[config.mk]
export PLATFORM = sky130hd
export DESIGN_NAME = rect_flip_engine
export DESIGN_NICKNAME = d
export VERILOG_FILES = /design/src/rtl/rect_flip_pkg.sv /design/src/rtl/rect_flip_engine_fifo.sv /design/src/rtl/rect_flip_engine.sv
export SDC_FILE = /design/constraint.sdc
export NUM_CORES = 1
export LEC_CHECK = 0
export BUFFER_PORTS_ARGS = -buffer_cell sky130_fd_sc_hd__buf_2
export CAP_MARGIN = 20
export CELL_PAD_IN_SITES_DETAIL_PLACEMENT = 1
export CELL_PAD_IN_SITES_GLOBAL_PLACEMENT = 1
export CORE_MARGIN = 8
export CORE_UTILIZATION = 46
export DETAILED_ROUTE_END_ITERATION = 7
export GPL_ROUTABILITY_DRIVEN = 1
export MAX_ROUTING_LAYER = met4
export PLACE_DENSITY = 0.91
export SYNTH_ARGS = -nofsm -noshare
export SYNTH_HDL_FRONTEND = slang
export SYNTH_SLANG_ARGS = --single-unit
[constraint.sdc]
create_clock -name clk -period 6.4 [get_ports clk]
set_input_delay 1.28 -clock clk [delete_from_list [all_inputs] [get_ports clk]]
set_output_delay 1.28 -clock clk [all_outputs]
set_load 0.1 [all_outputs]
[src/rtl/rect_flip_pkg.sv]
// rect_flip_pkg: shared command types and corner/mask helpers for the rectangle flip engine.
package rect_flip_pkg;
  localparam int COORD_W = 8;
  localparam int MAX_BITS = 256;
  typedef enum logic [1:0] {OP_FLIP, OP_SET, OP_CLEAR, OP_QUERY} op_e;
  typedef struct packed {
    op_e               op;
    logic [COORD_W-1:0] r1;
    logic [COORD_W-1:0] r2;
    logic [COORD_W-1:0] c1;
    logic [COORD_W-1:0] c2;
  } cmd_t;
  function automatic int corner_index(int rows, int cols, int r, int c);
    return rows * cols - 1 - (r * cols + c);
  endfunction
  function automatic logic [MAX_BITS-1:0] rect_mask(int rows, int cols, int r1, int r2, int c1, int c2);
    logic [MAX_BITS-1:0] m;
    int idx [4];
    m = '0;
    idx[0] = corner_index(rows, cols, r1, c1);
    idx[1] = corner_index(rows, cols, r1, c2);
    idx[2] = corner_index(rows, cols, r2, c1);
    idx[3] = corner_index(rows, cols, r2, c2);
    for (int k = 0; k < 4; k++)
      if (idx[k] >= 0 && idx[k] < MAX_BITS) m[idx[k]] = 1'b1;
    return m;
  endfunction
endpackage

[src/rtl/rect_flip_engine_fifo.sv]
// rect_cmd_fifo: synchronous command queue exposing full, empty and the head entry.
module rect_cmd_fifo #(
  parameter int W = 8,
  parameter int DEPTH = 4
) (
  input  logic         clk,
  input  logic         reset,
  input  logic         push_i,
  input  logic         pop_i,
  input  logic [W-1:0] data_i,
  output logic [W-1:0] data_o,
  output logic         full_o,
  output logic         empty_o
);
  localparam int AW = $clog2(DEPTH);
  logic [W-1:0] mem_q [DEPTH];
  logic [AW-1:0] wr_q, rd_q;
  logic [AW:0] cnt_q;
  logic do_push, do_pop;
  assign full_o = cnt_q == (AW+1)'(DEPTH);
  assign empty_o = cnt_q == '0;
  assign do_push = push_i && !full_o;
  assign do_pop = pop_i && !empty_o;
  assign data_o = mem_q[rd_q];
  always_ff @(posedge clk) begin
    if (reset) begin
      wr_q <= '0;
      rd_q <= '0;
      cnt_q <= '0;
    end else begin
      if (do_push) mem_q[wr_q] <= data_i;
      if (do_push) wr_q <= wr_q + AW'(1);
      if (do_pop) rd_q <= rd_q + AW'(1);
      cnt_q <= cnt_q + {{AW{1'b0}}, do_push} - {{AW{1'b0}}, do_pop};
    end
  end
endmodule

[src/rtl/rect_flip_engine.sv]
// rect_flip_engine: queued rectangle-corner flip/set/clear/query engine over a ROWS x COLS bit matrix.
module rect_flip_engine
  import rect_flip_pkg::*;
#(
  parameter int ROWS = 4,
  parameter int COLS = 4,
  parameter int FIFO_DEPTH = 4,
  localparam int RW = $clog2(ROWS) > 1 ? $clog2(ROWS) : 1,
  localparam int CW = $clog2(COLS) > 1 ? $clog2(COLS) : 1,
  localparam int N = ROWS * COLS
) (
  input  logic          clk,
  input  logic          reset,
  input  logic          load_valid,
  input  logic [N-1:0]  load_data,
  input  logic          cmd_valid,
  output logic          cmd_ready,
  input  logic [1:0]    cmd_op,
  input  logic [RW-1:0] cmd_r1,
  input  logic [RW-1:0] cmd_r2,
  input  logic [CW-1:0] cmd_c1,
  input  logic [CW-1:0] cmd_c2,
  output logic          rsp_valid,
  output logic          rsp_hit,
  output logic          rsp_err,
  output logic [N-1:0]  m_out,
  output logic          busy,
  output logic [15:0]   flip_count
);
  cmd_t push_cmd, head;
  logic full, empty, pop, valid_cmd, hit;
  logic [N-1:0] mask, m_d, m_q;
  logic [15:0] fc_d, fc_q;
  logic rsp_valid_q, rsp_hit_q, rsp_err_q;
  assign cmd_ready = !full && !reset;
  assign pop = !empty && !load_valid;
  assign push_cmd = '{op: op_e'(cmd_op), r1: COORD_W'(cmd_r1), r2: COORD_W'(cmd_r2),
                      c1: COORD_W'(cmd_c1), c2: COORD_W'(cmd_c2)};
  rect_cmd_fifo #(.W($bits(cmd_t)), .DEPTH(FIFO_DEPTH)) u_fifo (
    .clk(clk), .reset(reset), .push_i(cmd_valid && cmd_ready), .pop_i(pop),
    .data_i(push_cmd), .data_o(head), .full_o(full), .empty_o(empty)
  );
  always_comb begin
    valid_cmd = head.r1 < COORD_W'(ROWS) && head.r2 < COORD_W'(ROWS) && head.c1 < COORD_W'(COLS) &&
                head.c2 < COORD_W'(COLS) && head.r1 != head.r2 && head.c1 != head.c2;
    mask = valid_cmd ? N'(rect_mask(ROWS, COLS, int'(head.r1), int'(head.r2), int'(head.c1), int'(head.c2))) : '0;
    hit = valid_cmd && ((m_q & mask) == mask);
    m_d = load_valid ? load_data :
          !pop || !valid_cmd ? m_q :
          head.op == OP_FLIP ? m_q ^ mask :
          head.op == OP_SET ? m_q | mask :
          head.op == OP_CLEAR ? m_q & ~mask : m_q;
    fc_d = (pop && valid_cmd && head.op == OP_FLIP && fc_q != 16'hFFFF) ? fc_q + 16'd1 : fc_q;
  end
  always_ff @(posedge clk) begin
    if (reset) begin
      m_q <= '0;
      fc_q <= '0;
      rsp_valid_q <= 1'b0;
      rsp_hit_q <= 1'b0;
      rsp_err_q <= 1'b0;
    end else begin
      m_q <= m_d;
      fc_q <= fc_d;
      rsp_valid_q <= pop;
      rsp_hit_q <= pop && hit;
      rsp_err_q <= pop && !valid_cmd;
    end
  end
  assign m_out = m_q;
  assign flip_count = fc_q;
  assign rsp_valid = rsp_valid_q;
  assign rsp_hit = rsp_hit_q;
  assign rsp_err = rsp_err_q;
  assign busy = !empty;
endmodule

==> key figures <==
Finish
  – Most common cell after layout, fill and taps aside: buf_2
  – Design area: 0.006247 mm^2
  – Diodes inserted: 0
  – Layout cells sized above 1: 0.1808
  – Fin cells: 794
  – Most frequent cells in the layout: 66 x buf_2, 54 x nor2_1, 48 x inv_1
  – Fill count: 1380
  – Nets: 719
  – Area grow syn2layout: 12.66%

Synthesis
  – Synthesized area per cell: 9.447 um^2
  – Simple-Gate Fraction of Synth Area: 0.1886
  – Ys flop type: dfxtp_1
  – Multiplexer share of the synthesized area: 0.05009
  – Post-synthesis instance area: 0.005545 mm^2
  – Mapped Cells: 587
  – Async S/R FF share, synth: 0
  – Sequential area share after synthesis: 0.3755
  – Number of synthesized register bits: 84
  – Netlist cell types: 78
  – Number of flops mapped to enable cells by yosys: 40
  – Compound-Gate Fraction of Synth Area: 0.1848
  – Total of warnings raised by yosys: 0
  – Synth Area in XOR/XNOR: 0.03949
  – Largest family of logic cells by synthesized area: simple AND/OR/NAND/NOR gates
  – Post-Synth Adder-Cell Area: 0.1074
  – Top cells by area, synth: edfxtp_1 22%, dfxtp_1 16%, ha_1 10%, mux4_2 4.1%, a21oi_1 3.7%
  – Post-synth top area cell: edfxtp_1
  – Post-synth top area share: 0.2166
  – Syn Nets: 664

Detailed routing
  – ANT nets after route: 0
  – Drt total wl: 17000 um
  – DR iter-0 viols: 327
  – Drt pass-1 iters: 5
  – Vias: 4815
  – Vias per cell: 6.064
  – Wire per inst: 21.41 um
  – DR DRC count: 0

Floorplan
  – # IOs: 67
  – Die Ht: 125.8 um
  – Site Rows: 40
  – Die area: 0.01582 mm^2
  – Core box area: 0.01191 mm^2
  – Initial core utilization: 0.4655
  – Die Width: 125.8 um

Global route
  – Gr busiest metal: met2
  – Met2 usage: 0.3754
  – Vias in the first global route: 5127
  – First-pass GRT wire length: 27340 um
  – Total GRT Usage: 0.2214
  – GRT overflow: 0
  – Largest net degree at the start of global routing: 53
  – Met3 usage: 0.02785
  – GR Util met1: 0.2670
  – Initial antenna violation count: 0

Place
  – DP Wirelength: 12400 um
  – PortBufs: 66
  – GPL Wtd Cong: 0.9484
  – Placement Setup Slack: 921.5 ps
  – Placed Cells incl. Taps: 778
  – Placed inst area: 0.005954 mm^2

Worst setup path
  – Worst R2R Path Depth: 19
  – Worst Path Max Fanout: 17
  – CP max-delay cell: dfxtp_1
  – Setup slack, reg-to-reg: 870 ps
  – Most frequent CP cell: ha_1
  – Crit path max-delay family: compound AO/OA/AOI/OAI gates
  – Cells along the critical path: mux4_2 -> inv_1 -> ha_1 -> and2_1 -> o21a_1 -> nor2_1 -> ha_1 -> nand2b_1 -> a211oi_1 -> nor4bb_1 -> o21bai_1 -> a2bb2oi_1 -> nor2_1 -> ha_1 -> nand2b_1 -> a21oi_1 -> a21oi_1 -> a2bb2oi_1 -> a221oi_1
  – Worst path bufs/invs: 1
  – CP Capture Type: flip-flop
  – Critical Path AT: 5790 ps
  – Worst Setup Start Kind: flip-flop
  – Critical path required time: 6660 ps
  – Critical path class: reg2reg
  – Largest stage delay, worst path: 820 ps

Power
  – Leakage power: 2.510 nW
  – Internal: 1.433 mW
  – Combinational Power Share: 0.591
  – Reported net switching power: 1.537 mW
  – Power density cells: 475.3 mW/mm^2
  – Clock share of power: 0.178
  – Peak VDD IR: 0.0003814 V
  – Sw Ratio: 0.5175
  – Sequential power share: 0.231

CTS
  – Post-CTS sizing: 0
  – TritonCTS clock tree: yes
  – Clock buffer count from CTS: 9
  – Hold-fix buffers at CTS: 0
  – Clock root buffer: clkbuf_16
  – CTS Sinks: 84
  – H-tree depth: 3
  – Clock tree buffer depth: 2
  – Postcts setup bufs: 0
  – Clock transition at path regs: 80 ps
  – Clock Latency Late Sink: 350 ps

Timing
  – Unrepaired setup endpoints after global routing: no
  – Slew HR: 0.3404
  – Worst Tran Pin Value: 989.4 ps
  – Worst Slack Setup Final: 873.3 ps
  – Post-route minimum period: 5527 ps
  – Fin crit share: 0.8635
  – Setup Skew: 13.56 ps
  – Final Hold Fails: 0
  – Setup_tns: 0 ps
  – Fmax: 180.9 MHz
  – Max-slew violation count: 0
  – Final setup fails: 0

Status
  – Outcome: finished, final reports clean

Worst hold path
  – Hold path depth: 2
  – Hold Crit Class: reg2reg

Flow run
  – Max Cap Violations: 0
## logic make-up after synthesis
| logic type | count (synthesis) |
|---|---|
| buffers and inverters | 72 |
| XOR/XNOR | 25 |
| AND/OR/NAND/NOR | 200 |
| AO/OA/AOI/OAI | 144 |
| multiplexers | 15 |
| adder cells (fa/ha/maj) | 47 |
| flip-flops | 84 |
## stage by stage
step | power (mW) | hold slack (ps) | utilization
finish | 2.969 | 495.3 | 0.5245
global route | 3.150 | 528.7 | 0.5245
CTS | 2.964 | 503.3 | 0.5245
detailed placement | 2.415 | 490.8 | 0.4999
global placement | 2.337 | 481.6 | 0.4999
floorplan | 2.025 | 484.7 | -
## worst reg2reg max path, stage by stage (launching register included)
cell and delay, ps:
dfxtp_1 820, mux4_2 810, inv_1 160, ha_1 330, and2_1 210, o21a_1 170, nor2_1 90, ha_1 130
nand2b_1 70, a211oi_1 530, nor4bb_1 610, o21bai_1 230, a2bb2oi_1 140, nor2_1 120, ha_1 260, nand2b_1 150
a21oi_1 160, a21oi_1 60, a2bb2oi_1 180, a221oi_1 220
## Yosys cell counts, types with 7 or more instances
master	n
a211oi_1	10
a21oi_1	41
and2_1	14
and3_1	8
clkbuf_1	15
dfxtp_1	44
edfxtp_1	40
ha_1	46
inv_1	48
mux4_2	10
nand2_1	42
nand2b_1	10
nand3_1	12
nor2_1	54
nor3_1	9
o21a_1	7
o21ai_0	22
or3_1	7
xnor2_1	15
xor2_1	10
## how the worst max path moves through the flow
stage	endpoint	cells past startpoint
after floorplan	flip-flop	20
after global placement	flip-flop	18
after detailed placement	flip-flop	19
after CTS	flip-flop	19
after global routing	flip-flop	19
final	flip-flop	19
## final cells by class
cell class	count	area, um^2	area share
multi-input cells	431	3163	0.5063
flip-flops and latches	84	2082	0.3333
repair buffers	68	345.3	0.05528
clock buffers	9	225.2	0.03605
well taps	147	183.9	0.02944
inverters	48	180.2	0.02884
clock inverters	7	67.56	0.01082
## power by group through the flow
stage | logic [mW] | clock network [mW] | registers (mW)
after global placement | 1.65 | 0 | 0.690
after CTS | 1.74 | 0.532 | 0.688
final | 1.75 | 0.528 | 0.687
after floorplan | 1.15 | 0 | 0.871
after detailed placement | 1.72 | 0 | 0.696
after global routing | 1.91 | 0.547 | 0.696
## metal layers
metal	part of all wire	vias up
li1	-	2260
met1	0.44	2407
met2	0.51	126
met3	0.037	22
met4	0.018	0
met5	0	-
Power figures use the tool's default switching activity.
